<file path="src/rtl/jk_drive_sequencer.sv">
// Drives J/K excitation into a bank of W JK flip-flops, waits for it to settle and verifies q_fb.
// Optional macro JK_TOGGLE_DRIVE_EN selects toggle excitation (J=K=1) for changing bits.
module jk_drive_sequencer #(
    parameter int unsigned W             = 4,
    parameter int unsigned SETTLE_CYCLES = 2,
    parameter int unsigned MAX_RETRY     = 1
) (
    input  logic         clk,
    input  logic         reset_n,
    input  logic         req_valid,
    output logic         req_ready,
    input  logic [W-1:0] req_target,
    input  logic [W-1:0] q_fb,
    output logic [W-1:0] j,
    output logic [W-1:0] k,
    output logic         busy,
    output logic         done,
    output logic         err,
    output logic [W-1:0] mismatch
);

    typedef enum logic [1:0] {StIdle, StDrive, StSettle, StCheck} state_e;

    localparam logic [3:0] SettleLoad = 4'(SETTLE_CYCLES - 1);
    localparam logic [2:0] MaxRetry   = 3'(MAX_RETRY);

    state_e         state_q, state_d;
    logic [W-1:0]   target_q, target_d;
    logic [2:0]     retry_q, retry_d;
    logic [3:0]     settle_q, settle_d;
    logic [W-1:0]   j_q, j_d, k_q, k_d;
    logic           done_q, done_d, err_q, err_d;
    logic [W-1:0]   mismatch_q, mismatch_d;

    logic [W-1:0]   exc_t, exc_j, exc_k;

    // In IDLE the excitation is computed against the incoming request, otherwise the latched target
    assign exc_t = (state_q == StIdle) ? req_target : target_q;

`ifdef JK_TOGGLE_DRIVE_EN
    assign exc_j = q_fb ^ exc_t;
    assign exc_k = q_fb ^ exc_t;
`else
    assign exc_j = exc_t & ~q_fb;
    assign exc_k = q_fb & ~exc_t;
`endif

    always_comb begin
        state_d    = state_q;
        target_d   = target_q;
        retry_d    = retry_q;
        settle_d   = settle_q;
        j_d        = '0;
        k_d        = '0;
        done_d     = 1'b0;
        err_d      = 1'b0;
        mismatch_d = mismatch_q;
        unique case (state_q)
            StIdle: begin
                if (req_valid) begin
                    target_d   = req_target;
                    retry_d    = '0;
                    mismatch_d = '0;
                    j_d        = exc_j;
                    k_d        = exc_k;
                    state_d    = StDrive;
                end
            end
            StDrive: begin
                settle_d = SettleLoad;
                state_d  = StSettle;
            end
            StSettle: begin
                if (settle_q == 4'd0) begin
                    state_d = StCheck;
                end else begin
                    settle_d = settle_q - 4'd1;
                end
            end
            StCheck: begin
                if (q_fb == target_q) begin
                    done_d  = 1'b1;
                    state_d = StIdle;
                end else if (retry_q < MaxRetry) begin
                    retry_d = retry_q + 3'd1;
                    j_d     = exc_j;
                    k_d     = exc_k;
                    state_d = StDrive;
                end else begin
                    err_d      = 1'b1;
                    mismatch_d = q_fb ^ target_q;
                    state_d    = StIdle;
                end
            end
            default: state_d = StIdle;
        endcase
    end

    always_ff @(posedge clk or negedge reset_n) begin
        if (!reset_n) begin
            state_q    <= StIdle;
            target_q   <= '0;
            retry_q    <= '0;
            settle_q   <= '0;
            j_q        <= '0;
            k_q        <= '0;
            done_q     <= 1'b0;
            err_q      <= 1'b0;
            mismatch_q <= '0;
        end else begin
            state_q    <= state_d;
            target_q   <= target_d;
            retry_q    <= retry_d;
            settle_q   <= settle_d;
            j_q        <= j_d;
            k_q        <= k_d;
            done_q     <= done_d;
            err_q      <= err_d;
            mismatch_q <= mismatch_d;
        end
    end

    assign req_ready = (state_q == StIdle);
    assign busy      = (state_q != StIdle);
    assign j         = j_q;
    assign k         = k_q;
    assign done      = done_q;
    assign err       = err_q;
    assign mismatch  = mismatch_q;

endmodule

</file>
<file path="config.mk">
export PLATFORM = sky130hd
export DESIGN_NAME = jk_drive_sequencer
export DESIGN_NICKNAME = d
export VERILOG_FILES = /design/src/rtl/jk_drive_sequencer.sv
export SDC_FILE = /design/constraint.sdc
export NUM_CORES = 1
export LEC_CHECK = 0
export CAP_MARGIN = 15
export CORE_ASPECT_RATIO = 0.75
export CORE_UTILIZATION = 55
export CTS_CLUSTER_SIZE = 10
export DETAILED_ROUTE_END_ITERATION = 16
export PLACE_DENSITY = 0.85
export REMOVE_ABC_BUFFERS = 1
export SYNTH_ARGS = -nofsm -noshare
export SYNTH_HDL_FRONTEND = slang
export SYNTH_SLANG_ARGS = --single-unit
export TNS_END_PERCENT = 20
</file>
<file path="constraint.sdc">
create_clock -name clk -period 2.5 [get_ports clk]
set_clock_uncertainty 0.05 [all_clocks]
set_input_delay 0.625 -clock clk [delete_from_list [all_inputs] [get_ports clk]]
set_output_delay 0.625 -clock clk [all_outputs]
set_load 0.005 [all_outputs]
</file>
==> results.json, run 1 <==
{
  "seq_area_frac_synth_pct": 45.3,
  "power_density_mw_per_mm2": 1160,
  "cts_inserted_buffers": 3,
  "critPathKind": "reg -> out",
  "antenna_cells": 0,
  "finalCriticalPeriod_ns": 2.42,
  "ios": 27,
  "synthSimpleGateAreaFrac_pct": 14.6,
  "clock-root-buffer": "clkbuf_4",
  "grtUsageTotal_pct": 23.1,
  "finalCritPeriodShare_pct": 97.0,
  "ctsLongestPathBuffers": 2,
  "syn_to_final_growth_pct": 25.8,
  "die_y_um": 47.1,
  "path_clk_slew_ns": 0.14,
  "max_slew_margin_pct": 65.3,
  "path_max_fanout": 6,
  "final_layout_size_suffix_gt1_share_pct": 21.1,
  "report.final.slew_viol_count": 0,
  "max_cap_violations": 0,
  "grt_remaining_overflow": 0,
  "synth_cells": 131,
  "p_int_uw": 1250,
  "post_drt_wl_per_cell_um": 16.1,
  "reg2reg_from": "state_q[0]",
  "nNetsFinal": 185,
  "fp.dieW_um": 62.1,
  "grt_max_degree": 28,
  "reg2reg_depth": 5,
  "dr.pass1.iters": 4,
  "fin_hold_ws_ns": 0.455,
  "hold_path_depth": 1,
  "startpoint_type": "flip-flop",
  "htreeDepth": 1,
  "switching_power_uw": 927,
  "initial_core_util_pct": 61.6,
  "setup_violations": 0,
  "port_buffers": 26,
  "synth_cell_type_count": 35,
  "leakagePower_uw": 0.000791,
  "vias_per_cell": 5.92,
  "holdBufCountCts": 0,
  "place_hpwl_um": 2380,
  "post_synth.cell_area_avg_um2": 11.4,
  "synth_xor_xnor_area_share_pct": 3.86,
  "synth_mux_area_share_pct": 10.7,
  "core_mm2": 0.00242,
  "switching_share_pct": 42.6,
  "antenna_found_initial": 0,
  "cts_tree": "built",
  "crit_path_end_kind": "output pin",
  "clock_latency_ns": 0.33,
  "gp_congestion": 0.744,
  "grt_pass1_vias": 1081,
  "rsz0062_at_grt": "false",
  "wirelength_um": 3220,
  "detail-route-antenna-nets": 0,
  "synth-compound-area-share_pct": 16.6,
  "cp_data_required_time_ns": 1.82,
  "drtIter0Drc": 37,
  "status": "finished, final reports clean",
  "combPwrFrac_pct": 57.2,
  "peakVddDrop_uv": 725,
  "tns_ns": 0,
  "hp-class": "reg -> reg",
  "die_area_mm2": 0.00293,
  "syn_area_mm2": 0.00149,
  "num_vias": 1183,
  "fmax_ghz": 0.412,
  "reg2reg_slack_ns": 0.60,
  "arrival_ns": 1.75,
  "synthAdderAreaFrac_pct": 5.87,
  "reg2reg_to": "j[2]",
  "critPathMaxStageDelay_ns": 0.52,
  "min_from": "settle_q[3]",
  "final_hold_viol_count": 0,
  "clkPwrFrac_pct": 8.8,
  "grt_pass1_wl_um": 4970,
  "crit_chain": "inv_1 -> ha_2 -> inv_2 -> clkdlybuf4s50_1",
  "seq_power_share_pct": 34.0,
  "ys_warn_count": 0,
  "holdPathEnd": "settle_q[3]",
  "rows": 15,
  "drc": 0,
  "tightestPinTransition_ns": 0.519,
  "ys_seq_elements": 27,
  "clock_sinks": 27,
  "synth_top_family_by_area": "compound AO/OA/AOI/OAI gates",
  "cp_slowest_cell": "clkdlybuf4s50_1"
}
-- area by class of cell --
type                            instances  area, µm²
Multi-Input combinational cell         93        773
Inverter                                6       22.5
Fill cell                             155        544
Clock inverter                          1       5.00
Tap cell                               34       42.5
Timing Repair Buffer                   36        335
Sequential cell                        27        676
Clock buffer                            3       22.5
-- state kept, by name (all words and copies together), names as in the netlist --
register,count
retry_q,3
j,4
mismatch,4
target_q,4
settle_q,4
state_q,2
err,1
done,1
k,4
-- per-stage QoR --
step / power, µW / cells / setup WS (ns) / instance area (µm²) / util (%)
3_5_place_dp: 1940 / 194 / 0.155 / 1830 / 75.7
6_report: 2180 / 200 / 0.0753 / 1880 / 77.5
5_1_grt: 2320 / 200 / 0.00385 / 1880 / 77.5
2_1_floorplan: 1490 / 126 / 0.702 / 1470 / -
3_3_place_gp: 1860 / 194 / 0.246 / 1830 / 75.7
4_1_cts: 2140 / 198 / 0.0121 / 1860 / 76.8
-- layout by cell type, fill, tap and decap left out, types with 4 or more instances in the layout --
cell type | netlist | layout
a2111oi_2 | 4 | 4
a211oi_1 | 5 | 5
buf_4 | 0 | 10
clkdlybuf4s50_1 | 0 | 26
dfrtp_1 | 27 | 27
ha_1 | 7 | 6
inv_1 | 6 | 5
mux2_2 | 8 | 8
mux2i_1 | 7 | 7
nand2_1 | 17 | 17
nand4_1 | 4 | 4
o211ai_1 | 4 | 4
o21ai_0 | 6 | 6
-- cells in the mapped netlist --
cell type   n  share of area, %
o211ai_1    4               2.0
nand4_1     4               1.7
o2111ai_1   2               1.2
buf_2       3               1.0
nand2_1    17               4.3
and3b_1     1              0.59
nor3_1      2              0.67
or3_1       1              0.42
nor2b_1     2              0.84
mux2_2      8               6.0
o41ai_4     1               1.8
nor2_1      1              0.25
nand2b_1    3               1.3
a211oi_1    5               2.5
dfrtp_1    27                45
xor2_1      1              0.59
and2_1      2              0.84
a2bb2oi_1   1              0.59
mux2i_1     7               4.7
nand3_1     1              0.34
a2111oi_0   1              0.59
o21ai_0     6               2.0
or2_2       2              0.84
nor4b_4     1               1.6
o41a_1      1              0.75
clkbuf_1    1              0.25
buf_1       1              0.25
or3b_1      1              0.59
a2111oi_2   4               4.0
nor4_1      1              0.42
xor2_2      3               3.3
o22ai_1     1              0.42
inv_1       6               1.5
ha_1        7               5.9
a21oi_1     2              0.67
-- power by group through the flow --
stage / clock network [µW] / logic (µW) / registers [µW]
detailed placement: 0 / 1190 / 748
global route: 214 / 1350 / 758
floorplan: 0 / 767 / 723
finish: 192 / 1240 / 741
CTS: 196 / 1200 / 739
global placement: 0 / 1120 / 736
-- what timing repair did --
item | 4_1_cts | 5_1_grt
buffers inserted | 0 | 2
endpoints found under the setup margin | 1 | 1
pin swaps | 0 | 0
gates cloned | 0 | 0
gates resized for setup | 1 | 1
-- worst max-delay path, delay by kind of cell, from the launching register on --
kind                     cells  cell delay, ns
buffers and inverters        3            0.74
flip-flops                   1            0.44
adder cells (fa/ha/maj)      1            0.24
-- routing by layer --
metal / vias up / global-route usage (%) / part of all wire (%)
met5: - / 0 / 0
met4: 0 / 5.58 / 1.2
met3: 7 / 5.34 / 5.4
met2: 37 / 44.8 / 51
met1: 588 / 27.2 / 42
li1: 551 / - / -
-- cells by family after synthesis --
| kind of cell | after synthesis |
|---|---|
| simple gates | 39 |
| compound gates | 28 |
| flops | 27 |
| mux | 15 |
| buf+inv | 11 |
| fa+ha+maj | 7 |
| xor+xnor | 4 |
-- how the worst max path moves through the flow --
stage	from	to	slack [ns]	depth (start not counted)
floorplan	state_q[1]	j[0]	0.70	4
global placement	q_fb[0]	j[2]	0.25	5
detailed placement	q_fb[2]	j[2]	0.15	5
CTS	state_q[0]	busy	0.01	4
global route	state_q[0]	busy	0.004	4
finish	state_q[0]	busy	0.08	4
Power figures use the tool's default switching activity.
==> run 2: changes to the inputs <==
- CORE_UTILIZATION: 55 -> 60
- DONT_BUFFER_PORTS: not set -> 1
- PLACE_DENSITY: 0.85 -> 0.78
==> run 2 against run 1 <==
Compared with the run above: cell count decreased by 17%; worst setup slack improved by 0.31 ns; count of clock-buffer cells in the layout unchanged; wire length fell by 18%; utilization down 9.7 points; clock power about the same; non-clock buffer count decreased by 33; via count shrank 13%; critical path depth shrank 1; combinational power fell by 23%; power shrank 13%; register-to-register slack worse by 0.20 ns.
==> results.json, run 2 (synthesis results as in run 1) <==
{
  "ctsResizeCount": 0,
  "power_density_mw_per_mm2": 1200,
  "finalCriticalPeriod_ns": 2.12,
  "holdBufCountCts": 1,
  "startpoint_type": "flip-flop",
  "antenna_found_initial": 0,
  "leakagePower_uw": 0.000664,
  "detail-route-antenna-nets": 0,
  "grt_pass1_wl_um": 4520,
  "finalCritPeriodShare_pct": 84.7,
  "report.final.slew_viol_count": 0,
  "rows": 15,
  "ctsLongestPathBuffers": 2,
  "max_slew_margin_pct": 56.1,
  "dr.pass1.iters": 4,
  "initial_core_util_pct": 64.1,
  "grt_remaining_overflow": 0,
  "hp-class": "in -> reg",
  "layout_commonest_cell": "dfrtp_1",
  "final_layout_size_suffix_gt1_share_pct": 18.8,
  "die_area_mm2": 0.00269,
  "final_hold_viol_count": 0,
  "path_clk_slew_ns": 0.16,
  "arrival_ns": 1.44,
  "post_drt_wl_per_cell_um": 15.8,
  "antenna_cells": 0,
  "path_max_fanout": 6,
  "cts_tree": "built",
  "setup_violations": 0,
  "ios": 27,
  "gp_congestion": 0.797,
  "fillers": 185,
  "num_vias": 1030,
  "clock-root-buffer": "clkbuf_4",
  "tightestPinTransition_ns": 0.657,
  "clock_latency_ns": 0.33,
  "drc": 0,
  "clock_sinks": 27,
  "vias_per_cell": 6.17,
  "tns_ns": 0,
  "htreeDepth": 1,
  "fmax_ghz": 0.472,
  "cp_data_required_time_ns": 1.82,
  "wirelength_um": 2640,
  "grt_pass1_vias": 1011,
  "drtIter0Drc": 78,
  "cts_setup_buffers": 0,
  "fp.dieW_um": 59.6,
  "p_total_uw": 1900,
  "core_mm2": 0.00233,
  "port_buffers": 0,
  "reg2reg_slack_ns": 0.40,
  "status": "finished, final reports clean",
  "grt_max_degree": 28,
  "die_y_um": 45.2,
  "critPathKind": "reg -> out",
  "place_hpwl_um": 2020,
  "peakVddDrop_uv": 794,
  "syn_to_final_growth_pct": 5.87,
  "rsz0062_at_grt": "false",
  "max_cap_violations": 0,
  "crit_path_end_kind": "output pin",
  "cts_inserted_buffers": 3,
  "nNetsFinal": 152,
  "final_cell_mix": "27 x dfrtp_1, 17 x nand2_1, 8 x mux2_2",
  "grtUsageTotal_pct": 22.9
}
==> run 2: changes by cell type in the layout (fill, tap and decap cells not counted) <==
cell             previous run  this run
clkdlybuf4s50_1            26         0
buf_4                      10         1
buf_12                      0         1
clkinv_2                    1         0
clkinvlp_4                  0         1
dlygate4sd3_1               0         1
ha_1                        6         7
ha_2                        1         0
inv_1                       5         6
inv_2                       1         0
==> run 2: routing by layer <==
metal	wire, µm	up-vias	track usage [%]
met5	0	-	0
met4	15	0	4.19
met3	181	2	8.02
met2	1290	33	39.6
met1	1160	514	28.3
li1	-	481	-
==> run 2: per-stage QoR <==
stage | std cells | cell area (µm²) | hold WS, ns | setup slack (ns) | util [%]
after floorplan | 126 | 1470 | 0.279 | 0.702 | -
after global placement | 161 | 1520 | 0.280 | 0.543 | 65.3
after detailed placement | 161 | 1520 | 0.280 | 0.441 | 65.3
after CTS | 166 | 1570 | 0.0264 | 0.375 | 67.4
after global routing | 167 | 1580 | 0.230 | 0.223 | 67.8
final | 167 | 1580 | 0.270 | 0.381 | 67.8
==> run 2: area by class of cell <==
class                   count  area (µm²)  share of cell area (%)
multi-input cells          93         771                    48.8
well taps                  34        42.5                    2.69
clock buffers               3        22.5                    1.43
clock inverters             1        7.51                   0.475
flip-flops and latches     27         676                    42.8
repair buffers              3        37.5                    2.38
inverters                   6        22.5                    1.43
==> run 2: worst max-delay path: stages, from the launching register on <==
cell	delay [ns]
dfrtp_1	0.46
inv_1	0.13
ha_1	0.32
buf_4	0.22
==> run 2: path summary, 6_finish.rpt <==
| path | from | to | depth (start not counted) |
|---|---|---|---|
| setup / recovery | state_q[1] | req_ready | 3 |
| hold / removal | q_fb[1] | j[1] | 1 |
| setup reg to reg | state_q[1] | j[0] | 4 |
| hold reg to reg | settle_q[3] | settle_q[3] | 1 |
| max in group asynchronous | reset_n | retry_q[2] | 2 |
| min in group asynchronous | reset_n | mismatch[1] | 2 |
==> run 2: where the power goes <==
part	switching (µW)	internal (µW)	total, µW
Clock	130	61.2	192
Combinational	552	400	952
Sequential	162	590	752
==> run 3: changes to the inputs <==
- CORE_UTILIZATION: 60 -> 56
- PLACE_DENSITY: 0.78 -> 0.76
- clock period: 2.5 -> 1.7 ns (I/O delays scaled with it)
==> run 3 against run 2 <==
Compared with the run above: the run now ends with setup timing left; wire length up 13%; non-clock buffer count rose by 17; cell count rose by 10%; critical path depth is 2 higher; sequential share of layout area fell by 3.8 points; utilization increased by 4.3 points; clock power rose by 50%; sequential power grew 42%; global-route usage rose by 0.87 points; via count increased by 8.5%; first-iteration DRC count decreased by 12%; largest power group unchanged.
==> results.json, run 3 (synthesis results as in run 1) <==
{
  "ios": 27,
  "reg2reg_to": "state_q[1]",
  "startpoint_type": "flip-flop",
  "holdPathEnd": "j[1]",
  "rsz0062_at_grt": "true",
  "cts_inserted_buffers": 3,
  "met2_length_um": 1490,
  "reg2reg_from": "settle_q[0]",
  "grt_remaining_overflow": 0,
  "final_cell_mix": "27 x dfrtp_1, 17 x nand2_1, 17 x buf_4",
  "initial_core_util_pct": 62.1,
  "leakagePower_uw": 0.000748,
  "hold_path_depth": 1,
  "met3WireLength_um": 170,
  "report.final.slew_viol_count": 0,
  "utilization_pct": 72.2,
  "drc": 0,
  "reg2reg_depth": 5,
  "syn_to_final_growth_pct": 16.3,
  "ctsLongestPathBuffers": 2,
  "cts_tree": "built",
  "dp_slack_ns": -0.0802,
  "rows": 15,
  "final_layout_size_suffix_gt1_share_pct": 32.0,
  "tns_ns": -0.0384,
  "fin_ws_ns": -0.0247,
  "path_clk_slew_ns": 0.15,
  "violations": "setup timing",
  "grt_max_degree": 28,
  "place_hpwl_um": 2140,
  "critPathKind": "reg -> reg",
  "arrival_ns": 1.91,
  "antenna_found_initial": 0,
  "top_layer": "met4",
  "reg2reg_slack_ns": -0.02,
  "cp_data_required_time_ns": 1.88,
  "detail-route-antenna-nets": 0,
  "port_buffers": 0,
  "vias_per_cell": 6.08,
  "power_density_mw_per_mm2": 1840,
  "wirelength_um": 3000,
  "min_from": "q_fb[1]",
  "num_vias": 1118,
  "finalCriticalPeriod_ns": 1.72,
  "wl_met1_um": 1320,
  "grtUsageTotal_pct": 23.8,
  "crit_path_end_kind": "flip-flop",
  "clock_latency_ns": 0.33,
  "path_max_fanout": 5,
  "die_area_mm2": 0.00288,
  "grt_pass1_vias": 1056,
  "drtIter0Drc": 69,
  "hp-class": "in -> reg",
  "core_mm2": 0.00240,
  "post_drt_wl_per_cell_um": 16.3,
  "layout_commonest_cell": "dfrtp_1",
  "dr.pass1.iters": 4,
  "max_cap_violations": 0,
  "status": "finished with violations",
  "final_hold_viol_count": 0,
  "grt_pass1_wl_um": 4840,
  "clock-root-buffer": "clkbuf_4",
  "fp.dieW_um": 61.6,
  "peakVddDrop_uv": 1060,
  "die_y_um": 46.7,
  "finalCritPeriodShare_pct": 101,
  "setup_violations": 2,
  "gp_congestion": 0.786,
  "htreeDepth": 1,
  "fmax_ghz": 0.580,
  "tightestPinTransition_ns": 0.663,
  "antenna_cells": 0,
  "nNetsFinal": 169,
  "clock_sinks": 27,
  "max_slew_margin_pct": 55.7
}
==> run 3: changes by cell type in the layout (fill, tap and decap cells not counted) <==
cell | previous run | this run
a2111oi_0 | 1 | 0
a2111oi_2 | 4 | 5
buf_4 | 1 | 17
buf_6 | 0 | 1
ha_1 | 7 | 5
ha_2 | 0 | 1
ha_4 | 0 | 1
inv_1 | 6 | 4
inv_2 | 0 | 2
or3b_1 | 1 | 0
or3b_4 | 0 | 1
==> run 3: how the worst max path moves through the flow <==
stage | from | to | slack, ns | cells past startpoint
floorplan | state_q[1] | j[0] | -0.1 | 4
global placement | settle_q[0] | state_q[0] | -0.002 | 5
detailed placement | settle_q[0] | state_q[0] | -0.08 | 5
CTS | target_q[2] | k[3] | -0.008 | 3
global route | settle_q[0] | state_q[1] | -0.1 | 5
finish | settle_q[0] | state_q[1] | -0.02 | 5
==> run 3: area by class of cell <==
| class | count | area (µm²) |
|---|---|---|
| Inverter | 6 | 22.5 |
| Fill cell | 186 | 668 |
| Multi-Input combinational cell | 93 | 795 |
| Clock buffer | 3 | 22.5 |
| Tap cell | 34 | 42.5 |
| Timing Repair Buffer | 20 | 169 |
| Sequential cell | 27 | 676 |
| Clock inverter | 1 | 7.51 |
==> run 3: per-stage QoR <==
stage	hold WS (ns)	total power, µW	instance area [µm²]	instances
floorplan	0.0794	2190	1470	126
global placement	0.0799	2650	1650	178
detailed placement	0.0800	2740	1650	178
CTS	0.0689	3160	1730	184
global route	0.0426	3430	1730	184
finish	0.0760	3190	1730	184
==> run 3: power by group <==
| group | leakage (µW) | switching (µW) | internal (µW) | total, µW |
|---|---|---|---|---|
| Sequential | 0.000352 | 202 | 868 | 1070 |
| Combinational | 0.000381 | 962 | 876 | 1840 |
| Clock | 0.0000139 | 197 | 90.1 | 288 |
==> run 3: routing by layer <==
layer,global-route usage [%],up-vias
met1,31.2,570
met3,6.74,2
met2,40.2,30
met5,0,-
met4,3.11,0
li1,-,516
==> run 3: repair_timing <==
action / in CTS / in global routing
endpoints found under the setup margin: 9 / 13
resized for setup: 5 / 4
hold buffers: 2 / 0
hold endpoints to repair: 27 / 0
setup buffers: 1 / 0
pin swaps: 2 / 4
==> run 3: worst max-delay path, stage by stage (launching register included) <==
cell and delay (ns):
dfrtp_1 0.41, inv_1 0.08, ha_1 0.17, or3b_4 0.42, a21oi_1 0.17, mux2_2 0.35
